### config.mk
export PLATFORM = sky130hd
export DESIGN_NAME = comb_resp_misr
export DESIGN_NICKNAME = d
export VERILOG_FILES = /design/src/rtl/comb_resp_misr.sv
export SDC_FILE = /design/constraint.sdc
export NUM_CORES = 1
export LEC_CHECK = 0
export CAP_MARGIN = 20
export CORE_MARGIN = 2
export CORE_UTILIZATION = 52
export DETAILED_ROUTE_END_ITERATION = 8
export PLACE_DENSITY = 0.85
export SYNTH_ARGS = -nofsm -noshare
export SYNTH_HDL_FRONTEND = slang
export SYNTH_SLANG_ARGS = --single-unit
### constraint.sdc
create_clock -name clk -period 4 [get_ports clk]
set_input_delay 0.8 -clock clk [delete_from_list [all_inputs] [get_ports clk]]
set_output_delay 0.8 -clock clk [all_outputs]
set_load 0.05 [all_outputs]
### src/rtl/comb_resp_misr.sv
// MISR response compactor for the mapped b9 combinational core.
// Optional golden-signature comparator enabled by defining MISR_GOLDEN_CMP_EN.
module comb_resp_misr #(
    parameter int          WIDTH = 21,
    parameter int          SIG_W = 32,
    parameter logic [31:0] POLY  = 32'h04C11DB7,
    parameter logic [31:0] SEED  = 32'hFFFFFFFF,
    parameter int          CNT_W = 16
) (
    input  logic             clk,
    input  logic             rst_n,
    input  logic             start,
    input  logic [CNT_W-1:0] num_vec,
    input  logic             resp_valid,
    input  logic [WIDTH-1:0] resp_data,
`ifdef MISR_GOLDEN_CMP_EN
    input  logic [SIG_W-1:0] golden,
    output logic             pass,
`endif
    output logic             resp_ready,
    output logic             busy,
    output logic             done,
    output logic [SIG_W-1:0] signature,
    output logic [CNT_W-1:0] vec_count
);

    typedef enum logic [1:0] {IDLE, RUN, DONE} state_t;

    state_t           state;
    logic [CNT_W-1:0] target;
    logic [SIG_W-1:0] fold;
    logic [SIG_W-1:0] sig_nxt;
    logic [CNT_W-1:0] cnt_nxt;
    logic [SIG_W-1:0] seed_w;
    logic [SIG_W-1:0] poly_w;

    assign seed_w = SIG_W'(SEED);
    assign poly_w = SIG_W'(POLY);

    // Wide responses wrap around the register; narrow ones are zero-extended.
    always_comb begin
        fold = '0;
        for (int i = 0; i < WIDTH; i++)
            fold[i % SIG_W] = fold[i % SIG_W] ^ resp_data[i];
    end

    assign sig_nxt = {signature[SIG_W-2:0], 1'b0}
                   ^ (signature[SIG_W-1] ? poly_w : '0)
                   ^ fold;
    assign cnt_nxt = vec_count + 1'b1;

    assign resp_ready = (state == RUN);
    assign busy       = (state == RUN);
    assign done       = (state == DONE);

    always_ff @(posedge clk) begin
        if (!rst_n) begin
            state     <= IDLE;
            signature <= '0;
            vec_count <= '0;
            target    <= '0;
`ifdef MISR_GOLDEN_CMP_EN
            pass      <= 1'b0;
`endif
        end else begin
            case (state)
                IDLE, DONE: begin
                    if (start) begin
                        signature <= seed_w;
                        vec_count <= '0;
                        target    <= num_vec;
                        if (num_vec != '0) begin
                            state <= RUN;
`ifdef MISR_GOLDEN_CMP_EN
                            pass  <= 1'b0;
`endif
                        end else begin
                            state <= DONE;
`ifdef MISR_GOLDEN_CMP_EN
                            pass  <= (seed_w == golden);
`endif
                        end
                    end
                end
                RUN: begin
                    if (resp_valid) begin
                        signature <= sig_nxt;
                        vec_count <= cnt_nxt;
                        if (cnt_nxt == target) begin
                            state <= DONE;
`ifdef MISR_GOLDEN_CMP_EN
                            pass  <= (sig_nxt == golden);
`endif
                        end
                    end
                end
                default: state <= IDLE;
            endcase
        end
    end

endmodule
==> flow_metrics.tcl <==
set metrics [dict create \
    drive_gt1_share_pct 6.26 \
    yosysTopAreaCell "dfxtp_1" \
    port_buffers 91 \
    synthDominantCellAreaShare_pct 38.5 \
    min_to "target[9]" \
    required_ns 3.20 \
    ys_warn_count 0 \
    synthFlopType "dfxtp_1" \
    antenna_found_initial 0 \
    slew_headroom_pct 32.6 \
    initial_utilization_pct 54.0 \
    clkTransAtPathRegs_ns 0.07 \
    track_usage_pct 25.3 \
    maxClockFrequency_ghz 0.340 \
    die_x_um 85.2 \
    layout_setup_ws_ns 1.06 \
    crit_path_max_incr_delay_ns 0.90 \
    diodes 0 \
    gr-total-overflow 0 \
    min-delay-start "target[9]" \
    synth_cells 402 \
    cts_root_buffer "clkbuf_8" \
    wirelength_um 8940 \
    gp_congestion 0.899 \
    hold_viol 0 \
    numCtsBuffers 9 \
    dr.pass1.iters 4 \
    worstSkewPairLatency_ns 0.34 \
    cap_violations 0 \
    p_leak_uw 0.00166 \
    pre_cts_ws_ns 1.42 \
    cts_resized 0 \
    design_area_um2 4500 \
    core_area_um2 6350 \
    grt_pass1_vias 3064 \
    path_cells "nor2b_1 -> clkdlybuf4s50_1" \
    die_h_um 85.2 \
    ant_nets 0 \
    synth-seq-cells 66 \
    clockBufferDepth 2 \
    drtIter0Drc 232 \
    vdd_ir_drop_max_mv 0.260 \
    dieArea_um2 7260 \
    area_growth_pct 31.2 \
    synth_nets 444 \
    via_per_inst 5.71 \
    grt_pass1_wl_um 14500 \
    synth_edf_count 0 \
    worstMarginPinSlew_ns 1.01 \
    cts_tree "built" \
    outcome "finished clean" \
    h-tree-depth 3 \
    rows 29 \
    synth-seq-area-share_pct 38.5 \
    crit_type "flop to output pin" \
    ys_types 45 \
    final_max_slew_viol_count 0 \
    cellPowerDensity_nw_per_um2 378 \
    r2r_slack_ns 1.44 \
    fin_crit_sh_pct 73.6 \
    cts_hold_buf 0 \
    r2r_end "state[0]" \
    ys_top_cells_by_area "dfxtp_1, xnor2_1, nand2_1, a21boi_0, o311a_1" \
    period_needed_ns 2.94 \
    hp-class "flop to flop" \
    utilization_pct 70.8 \
    start_kind "flop" \
    min_path_cells 2 \
    wl_per_cell_um 16.1 \
    cpMaxStageDelayCell "clkdlybuf4s50_1" \
    cts_sinks 66 \
    grt_max_degree 68 \
    dp_hpwl_um 6070 \
    layout.nets 518 \
    fin_tns_setup_ns 0 \
    synth-async-reset-ratio_pct 0 \
    finClkSkew_ns 0.00265 \
    placedInstanceArea_um2 4340 \
    ios 92 \
    cp.arrival_ns 2.14 \
    regToRegStartpoint "vec_count[9]" \
    avgSynthCellArea_um2 8.53 \
    finalSetupViolations 0 \
    grt_setup_unrepaired "no" \
    drc 0 \
    route.vias.total 3175 \
    syn_area_um2 3430 \
    cts_setup_buffers 0 \
    worstRegToRegCells 6 \
    crit_path_end_kind "output pin" \
    crit_fanout 8 \
]
## cells in the mapped netlist (all sizes together), types with 3 or more instances
cell type,count
nor3b,10
nor2,19
xor2,15
o21ai,12
o311a,14
buf,12
o211ai,3
and2,3
nor2b,11
a21oi,24
xnor2,41
nand3,9
nor4,6
nor3,15
and3,6
dfxtp,66
nand2,59
o31ai,11
a21boi,20
clkbuf,21
## power breakdown
| group | total, uW | switching (uW) | internal [uW] |
|---|---|---|---|
| clock | 476 | 246 | 230 |
| sequential | 749 | 43.4 | 706 |
| combinational | 477 | 281 | 196 |
## layout make-up
type	instances	area (um2)
well taps	77	96.3
clock inverters	4	20.0
repair buffers	96	943
multi-input cells	302	1980
inverters	1	3.75
flip-flops and latches	66	1320
fillers	517	1850
clock buffers	10	138
## cells in the final DEF, fill, tap and decap left out, types with 2 or more instances in the layout
cell type / synthesis / layout
a21boi_0: 20 / 20
a21oi_1: 24 / 24
a22oi_1: 2 / 2
a31oi_1: 2 / 2
and2_1: 3 / 2
and3_1: 4 / 4
and3_2: 2 / 2
and3b_1: 2 / 2
and4_1: 2 / 2
buf_4: 2 / 5
clkbuf_8: 0 / 10
clkdlybuf4s50_1: 0 / 90
clkinv_2: 0 / 4
dfxtp_1: 66 / 66
mux2i_1: 2 / 2
nand2_1: 59 / 59
nand3_1: 7 / 7
nand3_2: 2 / 2
nor2_1: 18 / 18
nor2b_1: 11 / 10
nor3_1: 15 / 15
nor3b_1: 10 / 10
nor4_1: 6 / 6
o211ai_1: 3 / 3
o21ai_0: 12 / 12
o311a_1: 14 / 14
o31ai_1: 11 / 11
xnor2_1: 41 / 41
xor2_1: 15 / 15
## metal layers
metal | global-route usage [%] | up-vias | share of wire (%)
met5 | 0 | - | 0
met4 | 12.7 | 0 | 3.1
met3 | 6.13 | 25 | 6.6
met2 | 41.1 | 115 | 48
met1 | 31.1 | 1487 | 42
li1 | - | 1548 | -
## through the flow
stage | power, uW | cells | hold slack [ns]
after floorplan | 1070 | 402 | 0.444
after global placement | 1230 | 542 | 0.469
after detailed placement | 1240 | 542 | 0.481
after CTS | 1710 | 556 | 0.492
after global routing | 1780 | 556 | 0.511
final | 1700 | 556 | 0.485
## sequential cells by signal, summed over array words and instances, names as in the netlist
register,cells
vec_count,16
signature,32
target,16
state,2
## cell families after synthesis
kind of cell / synth area share (%)
AOI/OAI and AO/OA: 18.6
xor gates and xnor gates: 15.0
adders and majority gates: 0.365
buffers and inverters: 4.09
DFF: 38.5
muxes: 0.584
and+or+nand+nor: 22.8
## worst max-delay path, delay by kind of cell (launching register included)
kind / cells / cell delay, ns
buf+inv: 1 / 0.90
flops: 1 / 0.44
simple gates: 1 / 0.46
## worst max-delay path by stage
| stage | from | to | slack, ns | cells after the start |
|---|---|---|---|---|
| 2_1_floorplan | vec_count[9] | state[0] | 1.31 | 7 |
| 3_3_place_gp | resp_valid | state[0] | 1.46 | 5 |
| 3_5_place_dp | resp_valid | state[0] | 1.42 | 5 |
| 4_1_cts | state[0] | busy | 1.05 | 2 |
| 5_1_grt | state[0] | busy | 0.98 | 2 |
| 6_report | state[0] | busy | 1.06 | 2 |
(Power assumes the default switching activity.)
